$ cat src/rtl/dac714_pkg.sv
// Shared types and limits for the DAC714 serial shifter.
package dac714_pkg;

    typedef enum logic [1:0] {
        IDLE  = 2'd0,
        SHIFT = 2'd1,
        LATCH = 2'd2,
        GAP   = 2'd3
    } dacState_t;

    localparam int CLK_DIV_MIN = 1;
    localparam int CLK_DIV_MAX = 255;
    localparam int CNT_WIDTH   = 8;

endpackage

$ cat src/rtl/dac714_sclk_gen.sv
// SCLK phase generator: holds sclk low while idle, then alternates CLK_DIV-cycle low/high phases
// and flags the last cycle of each phase so the shifter can act on the coming edge.
module dac714_sclk_gen
    import dac714_pkg::*;
#(
    parameter int CLK_DIV = 2
) (
    input  logic clk_slow,
    input  logic nReset,
    input  logic i_run,
    output logic o_sclk,
    output logic o_rise,
    output logic o_fall
);

    logic [CNT_WIDTH-1:0] r_count;
    logic                 r_phase;
    logic                 w_phaseEnd;

    if (CLK_DIV < CLK_DIV_MIN || CLK_DIV > CLK_DIV_MAX) begin : g_badClkDiv
        $error("dac714_sclk_gen: CLK_DIV out of range");
    end

    assign w_phaseEnd = (r_count == CNT_WIDTH'(CLK_DIV - 1));

    // Counter restarts from a low phase every time a frame begins shifting
    always_ff @(posedge clk_slow) begin
        if (!nReset || !i_run) begin
            r_count <= '0;
            r_phase <= 1'b0;
        end else if (w_phaseEnd) begin
            r_count <= '0;
            r_phase <= ~r_phase;
        end else begin
            r_count <= r_count + CNT_WIDTH'(1);
        end
    end

    assign o_sclk = r_phase;
    assign o_rise = i_run && w_phaseEnd && !r_phase;
    assign o_fall = i_run && w_phaseEnd && r_phase;

endmodule

$ cat src/rtl/dac714_shift_out.sv
// DAC714 serial shifter: captures a sample on a strobe edge, shifts it out MSB first, then pulses the A1 latch.
// Define DAC714_PEND_EN to add a one-deep pending buffer that chains frames back to back.
module dac714_shift_out
    import dac714_pkg::*;
#(
    parameter int DAC_WIDTH = 16,
    parameter int CLK_DIV   = 2
) (
    input  logic                 clk_slow,
    input  logic                 nReset,
    input  logic                 strobe,
    input  logic [DAC_WIDTH-1:0] data,
    input  logic                 ovr_clr,
    output logic                 dac_sclk,
    output logic                 dac_sdi,
    output logic                 dac_nlatch,
    output logic                 busy,
    output logic                 done,
    output logic                 overrun
);

    localparam int BIT_CNT_W = $clog2(DAC_WIDTH + 1);

    dacState_t              r_state;
    dacState_t              w_nextState;
    logic                   r_strobePrev;
    logic                   w_strobeEdge;
    logic [DAC_WIDTH-1:0]   r_shift;
    logic [BIT_CNT_W-1:0]   r_bitCount;
    logic [CNT_WIDTH-1:0]   r_latchCount;
    logic                   r_overrun;
    logic                   w_sclk;
    logic                   w_sclkRise;
    logic                   w_sclkFall;
    logic                   w_lastBit;
    logic                   w_latchEnd;
    logic                   w_load;
    logic [DAC_WIDTH-1:0]   w_loadWord;
    logic                   w_setOverrun;

    dac714_sclk_gen #(
        .CLK_DIV (CLK_DIV)
    ) u_sclkGen (
        .clk_slow (clk_slow),
        .nReset   (nReset),
        .i_run    (r_state == SHIFT),
        .o_sclk   (w_sclk),
        .o_rise   (w_sclkRise),
        .o_fall   (w_sclkFall)
    );

    assign w_strobeEdge = strobe && !r_strobePrev;
    assign w_lastBit    = (r_bitCount == BIT_CNT_W'(DAC_WIDTH));
    assign w_latchEnd   = (r_latchCount == CNT_WIDTH'(CLK_DIV - 1));

`ifdef DAC714_PEND_EN
    logic                 r_pendValid;
    logic [DAC_WIDTH-1:0] r_pendData;
    logic                 w_takePend;
    logic                 w_direct;
    logic                 w_bufWrite;

    assign w_takePend   = (r_state == GAP) && r_pendValid;
    assign w_direct     = w_strobeEdge && ((r_state == IDLE) || ((r_state == GAP) && !r_pendValid));
    assign w_bufWrite   = w_strobeEdge && !w_direct;
    assign w_load       = w_takePend || w_direct;
    assign w_loadWord   = w_takePend ? r_pendData : data;
    // The buffer only counts as full when GAP is not draining it in this same cycle
    assign w_setOverrun = w_bufWrite && r_pendValid && !w_takePend;

    always_ff @(posedge clk_slow) begin
        if (!nReset) begin
            r_pendValid <= 1'b0;
            r_pendData  <= '0;
        end else if (w_bufWrite) begin
            r_pendValid <= 1'b1;
            r_pendData  <= data;
        end else if (w_takePend) begin
            r_pendValid <= 1'b0;
        end
    end
`else
    assign w_load       = w_strobeEdge && (r_state == IDLE);
    assign w_loadWord   = data;
    assign w_setOverrun = w_strobeEdge && (r_state != IDLE);
`endif

    always_ff @(posedge clk_slow) begin
        if (!nReset) begin
            r_state      <= IDLE;
            r_strobePrev <= 1'b0;
        end else begin
            r_state      <= w_nextState;
            r_strobePrev <= strobe;
        end
    end

    always_comb begin
        w_nextState = r_state;
        unique case (r_state)
            IDLE:  if (w_load) w_nextState = SHIFT;
            SHIFT: if (w_sclkFall && w_lastBit) w_nextState = LATCH;
            LATCH: if (w_latchEnd) w_nextState = GAP;
            GAP:   w_nextState = w_load ? SHIFT : IDLE;
        endcase
    end

    always_comb begin
        dac_sclk   = 1'b0;
        dac_sdi    = 1'b0;
        dac_nlatch = 1'b1;
        busy       = 1'b1;
        done       = 1'b0;
        unique case (r_state)
            IDLE:  busy = 1'b0;
            SHIFT: begin
                dac_sclk = w_sclk;
                dac_sdi  = r_shift[DAC_WIDTH-1];
            end
            LATCH: dac_nlatch = 1'b0;
            GAP:   done = 1'b1;
        endcase
    end

    // Bits are counted on sclk rises; the next MSB is presented as sclk falls
    always_ff @(posedge clk_slow) begin
        if (!nReset) begin
            r_shift      <= '0;
            r_bitCount   <= '0;
            r_latchCount <= '0;
        end else begin
            if (w_load) begin
                r_shift    <= w_loadWord;
                r_bitCount <= '0;
            end else if (r_state == SHIFT) begin
                if (w_sclkRise) r_bitCount <= r_bitCount + BIT_CNT_W'(1);
                if (w_sclkFall) r_shift <= {r_shift[DAC_WIDTH-2:0], 1'b0};
            end
            if (r_state == LATCH) r_latchCount <= r_latchCount + CNT_WIDTH'(1);
            else                  r_latchCount <= '0;
        end
    end

    always_ff @(posedge clk_slow) begin
        if (!nReset)           r_overrun <= 1'b0;
        else if (w_setOverrun) r_overrun <= 1'b1;
        else if (ovr_clr)      r_overrun <= 1'b0;
    end

    assign overrun = r_overrun;

endmodule
$ cat config.mk
export PLATFORM = sky130hd
export DESIGN_NAME = dac714_shift_out
export DESIGN_NICKNAME = d
export VERILOG_FILES = /design/src/rtl/dac714_pkg.sv /design/src/rtl/dac714_sclk_gen.sv /design/src/rtl/dac714_shift_out.sv
export SDC_FILE = /design/constraint.sdc
export NUM_CORES = 1
export LEC_CHECK = 0
export CORE_AREA = 2 2 64 66
export CTS_CLUSTER_SIZE = 28
export DETAILED_ROUTE_END_ITERATION = 8
export DIE_AREA = 0 0 66 68
export MAX_ROUTING_LAYER = met4
export PLACE_DENSITY = 0.76
export RECOVER_POWER = 25
export SLEW_MARGIN = 20
export SYNTH_ARGS = -nofsm -noshare
export SYNTH_HDL_FRONTEND = slang
export SYNTH_SLANG_ARGS = --single-unit
$ cat constraint.sdc
create_clock -name clk_slow -period 2 [get_ports clk_slow]
set_input_delay 0.4 -clock clk_slow [delete_from_list [all_inputs] [get_ports clk_slow]]
set_output_delay 0.4 -clock clk_slow [all_outputs]
set_load 0.02 [all_outputs]
; ---- Yosys cells after proc, flatten, opt, wreduce, memory -nomap -nowiden
; Index checks and enable logic that the tools add are counted.
; W data, S select, Z words.
[totals]
elab_cells = 60
out_inout_bits = 6
reg_bits = 42
[op_classes]
bitwise = 2
add_sub_neg = 3
n_eq_ne = 9
n_mux = 15
n_reduce_logical = 23
[op_table]
columns = op, n
row1 = $mux W16, 3
row2 = $add A8 B1 Y8 const B, 2
row3 = $eq A8 B1 Y1 const B, 2
row4 = $mux W1, 8
row5 = $pmux W2 S4, 1
row6 = $reduce_bool A2 Y1, 4
row7 = $logic_and A1 B1 Y1, 7
row8 = $mux W2, 3
row9 = $ne A2 B2 Y1 const B, 3
row10 = $reduce_and A2 Y1, 3
row11 = $add A5 B1 Y5 const B, 1
row12 = $eq A5 B5 Y1 const B, 1
row13 = $eq A2 B2 Y1 const B, 2
row14 = $logic_not A1 Y1, 4
row15 = $reduce_or A2 Y1, 2
row16 = $reduce_and A3 Y1, 1
row17 = $eq A2 B1 Y1 const B, 1
row18 = $logic_not A2 Y1, 1
row19 = $not A1 Y1, 2
row20 = $logic_or A1 B1 Y1, 1

; ---- Depth between registers and ports, before layout
[depth]
depth_word = 6
mapped_depth = 8
depth_no_buf = 6

; ---- Cells and area by module
; A second synthesis with hierarchy kept.
[unflattened]
cells_unflattened = 229
area_unflattened_um2 = 1974.4
[modules_own_cells]
columns = mod, cells_per_inst, n_inst, area_per_inst_um2
row1 = dac714_shift_out, 182, 1, 1570.3
row2 = dac714_sclk_gen, 47, 1, 404.1

; ---- Worst setup path after synthesis
; Ideal clock, no wire load.
[synth_timing]
path_type = register to register
start = register r_state[0]
end = register r_shift[10]
path_stages_with_launch = 9
path_buffers = 2
t_required_ns = 1.909
period_less_slack_ns = 1.723
t_arrival_ns = 1.632
slack_ns = 0.277
path_cell_list = dfxtp_1 -> inv_1 -> ha_1 -> inv_1 -> or2_2 -> clkbuf_1 -> clkbuf_8 -> nand2_1 -> a311oi_1
[synth_between]
elab_chain_len = 5
elab_cells_between_ends = 9
classes_between = 1 x eq/ne / 1 x mux / 7 x reduce/logical
[synth_rtl]
columns = item, line_no
row1 = "start, declared", dac714_shift_out.sv:24  ; dacState_t r_state;
row2 = "start signal, assigned", dac714_shift_out.sv:93  ; r_state <= w_nextState;
row3 = $eq A2 B1 Y1, "dac714_shift_out.sv:46, dac714_shift_out.sv:135"
row4 = $logic_and A1 B1 Y1 (2 in a row), dac714_sclk_gen.sv:41  ; assign o_fall = i_run && w_phaseEnd && r_phase;
row5 = $reduce_bool A2 Y1 (no source line), n/a
row6 = $reduce_and A2 Y1 (no source line), n/a
row7 = "end signal, assigned", dac714_shift_out.sv:133  ; r_shift <= w_loadWord;
row8 = "end signal, assigned", dac714_shift_out.sv:137  ; if (w_sclkFall) r_shift <= {r_shift[DAC_WIDTH-2:0], 1'b0};
row9 = "end, declared", dac714_shift_out.sv:28  ; logic [DAC_WIDTH-1:0] r_shift;
; Several ways; a longest one is shown, not always the timed one.
; A chain may end at the register's enable or synchronous reset.

; ---- Final worst setup path
[layout_timing]
start = register r_state[1]
end = output dac_sclk
[layout_between]
elab_chain_len = 2
[layout_rtl]
columns = item, line_no
row1 = $eq A2 B1 Y1, dac714_shift_out.sv:114  ; unique case (r_state)
row2 = $mux W1, dac714_shift_out.sv:114
row3 = "end, declared", dac714_shift_out.sv:14  ; output logic dac_sclk,
; No other way between the ends.

==> impl_metrics.py <==
metrics = {
    "run_status": {
        "status": "completed",
    },
    "sta": {
        "maxSlewViolCount": 0,
        "hold_violations": 0,
        "fin_crit_ps": 1890,
        "worst_pin_slew_ps": 488,
        "rsz0062_at_grt": "false",
        "clock.fmax_mhz": 528,
        "finalWorstSetupSlack_ps": 107,
        "fin_crit_sh_pct": 94.7,
        "relSlewSlack_pct": 67.4,
        "setup-violations-final": 0,
        "finClkSkew_ps": 5.23,
        "finalSetupTns_ps": 0,
    },
    "logic_synthesis": {
        "synthCells": 222,
        "synth_top_flop_cell": "dfxtp_1",
        "synth_common_cells": "42 x dfxtp_1, 39 x nand2_1, 37 x nor2_1",
        "synth.area.top_cells": "dfxtp_1 43%, nand2_1 7.5%, nor2_1 7.1%",
        "synth_seq_area_share_pct": 43.0,
        "synth_edf_count": 0,
        "synthArstFlopShare_pct": 0,
        "synth_most_common_cell": "dfxtp_1",
        "synth-seq-cells": 42,
        "synth_top_area_share_pct": 43.0,
        "syn-num-nets": 253,
        "avgSynthCellArea_sq_um": 8.80,
        "synthesis.area_sq_mm": 0.00195,
        "synth.distinct_cells": 34,
        "synth_warnings": 0,
        "synth_area_leader_cell": "dfxtp_1",
    },
    "finish": {
        "instances_no_fill": 302,
        "areaGrowthSynthToFinish_pct": 19.7,
        "fin_nets": 282,
        "diodes": 0,
        "layout-drive-gt1-share_pct": 7.54,
        "filler_cell_count": 350,
    },
    "route": {
        "num_vias": 1537,
        "first_iter_violations": 77,
        "ant_nets": 0,
        "drt_first_pass_iters": 4,
        "drt-total-wl_um": 3480,
        "drc": 0,
        "vias_per_cell": 5.09,
        "wl_per_cell_um": 11.5,
    },
    "worst_setup_path": {
        "critical_path_class": "reg2out",
        "cp.required_ps": 1600,
        "arrival_ps": 1490,
        "r2r_slack_ps": 190,
        "critPathMaxFanout": 4,
        "end_kind": "primary output",
        "start_kind": "flip-flop",
    },
    "grt": {
        "grt_usage_pct": 17.8,
        "grt_pass1_wl_um": 5940,
        "first_global_vias": 1368,
        "gr-total-overflow": 0,
        "grt_antenna_before_repair": 0,
        "grt_max_degree": 18,
    },
    "floorplan": {
        "die_h_um": 68,
        "ios": 26,
        "die_w_um": 66,
        "dieArea_sq_mm": 0.00449,
        "coreArea_sq_mm": 0.00386,
        "num_rows": 23,
        "start_util_pct": 50.6,
    },
    "clock_tree": {
        "cts_tree": "built",
        "htreeDepth": 2,
        "clock_path_buffers": 2,
        "numCtsBuffers": 5,
        "postCtsHoldBufs": 0,
        "cts_root_buf": "clkbuf_8",
        "clk_pin_slew_ps": 80,
        "postCtsSetupRepairBufs": 0,
        "cts_resized": 4,
        "clk_latency_ps": 290,
        "cts.sinks": 42,
    },
    "place": {
        "hpwl_um": 2510,
        "post-place-ws_ps": 131,
        "io_buffers": 25,
        "place.gp.congestion": 0.793,
        "dp_cells": 294,
    },
    "flow_run": {
        "max-cap-violations": 0,
    },
    "power_and_ir_drop": {
        "powerDensity_mw_per_mm2": 997,
        "leakage_uw": 0.000894,
        "ir_drop_mv": 0.737,
    },
    "worst_hold_path": {
        "hp-class": "reg2reg",
    },
}
## worst max-delay path: stages, from the launching register on
cell and delay [ps]:
dfxtp_1 380, inv_1 90, ha_1 220, and2_1 190, dlygate4sd2_1 320
## metal layers
| layer | GRT usage, % | vias to the layer above | routed length (um) |
|---|---|---|---|
| met2 | 28.5 | 20 | 1590 |
| met5 | - | - | 0 |
| li1 | - | 805 | - |
| met4 | 6.38 | 0 | 50 |
| met3 | 4.77 | 5 | 117 |
| met1 | 21.8 | 707 | 1720 |
## cell families (layout without fill, tap and decap cells)
kind of cell    count (synthesis)  in the layout  synth area share, %
simple gates                  107            107                 25.6
xor+xnor                       16             16                 7.18
fa+ha+maj                      11             11                 7.05
compound gates                 23             23                 9.99
buf+inv                        20             50                 5.64
mux                             3              3                 1.54
flops                          42             42                 43.0
## flip-flops by register name, summed over array words and instances, names as in the netlist
| register | count |
|---|---|
| r_state | 2 |
| r_bitCount | 5 |
| r_shift | 16 |
| overrun | 1 |
| u_sclkGen.r_count | 8 |
| r_strobePrev | 1 |
| u_sclkGen.o_sclk | 1 |
| r_latchCount | 8 |
## metrics by stage
| step | hold slack (ps) | instance area, sq um | power, uW | util, % |
|---|---|---|---|---|
| finish | 464 | 2340 | 2330 | 60.6 |
| global route | 489 | 2340 | 2480 | 60.6 |
| floorplan | 429 | 1950 | 1530 | - |
| CTS | 473 | 2350 | 2360 | 60.8 |
| detailed placement | 455 | 2240 | 1730 | 58.1 |
| global placement | 441 | 2240 | 1710 | 58.1 |
## worst paths after layout
path                                      startpoint         endpoint  cells after the start
worst max-delay path                      r_state[1]         dac_sclk                      4
worst min register to register       r_latchCount[0]  r_latchCount[0]                      1
worst min-delay path                 r_latchCount[0]  r_latchCount[0]                      1
worst max register to register  u_sclkGen.r_count[0]       r_state[0]                      6
## where the power goes
| part | internal [uW] | switching [uW] | total (uW) |
|---|---|---|---|
| clock | 367 | 279 | 647 |
| sequential | 946 | 69.3 | 1020 |
| combinational | 288 | 381 | 669 |
## cell usage in the layout (no fill, tap or decap), drive strengths merged, types with 3 or more instances in the layout
| cell | count |
|---|---|
| and2 | 4 |
| a311oi | 15 |
| nor2 | 37 |
| inv | 11 |
| clkdlybuf4s50 | 20 |
| dlygate4sd2 | 4 |
| ha | 11 |
| buf | 4 |
| nand4 | 3 |
| xor2 | 8 |
| dfxtp | 42 |
| and3 | 5 |
| nand3 | 8 |
| nand2 | 39 |
| clkbuf | 7 |
| xnor2 | 8 |
| mux2i | 3 |
## final cells by class
cell class	count	area (sq um)	share of cell area (%)
multi-input combinational	160	1000	42.9
sequential	42	841	36.0
timing repair buffer	31	283	12.1
clock buffer	5	68.8	2.94
tap	50	62.6	2.68
inverter	11	41.3	1.77
clock inverter	3	40.0	1.71
(Power assumes the default switching activity.)
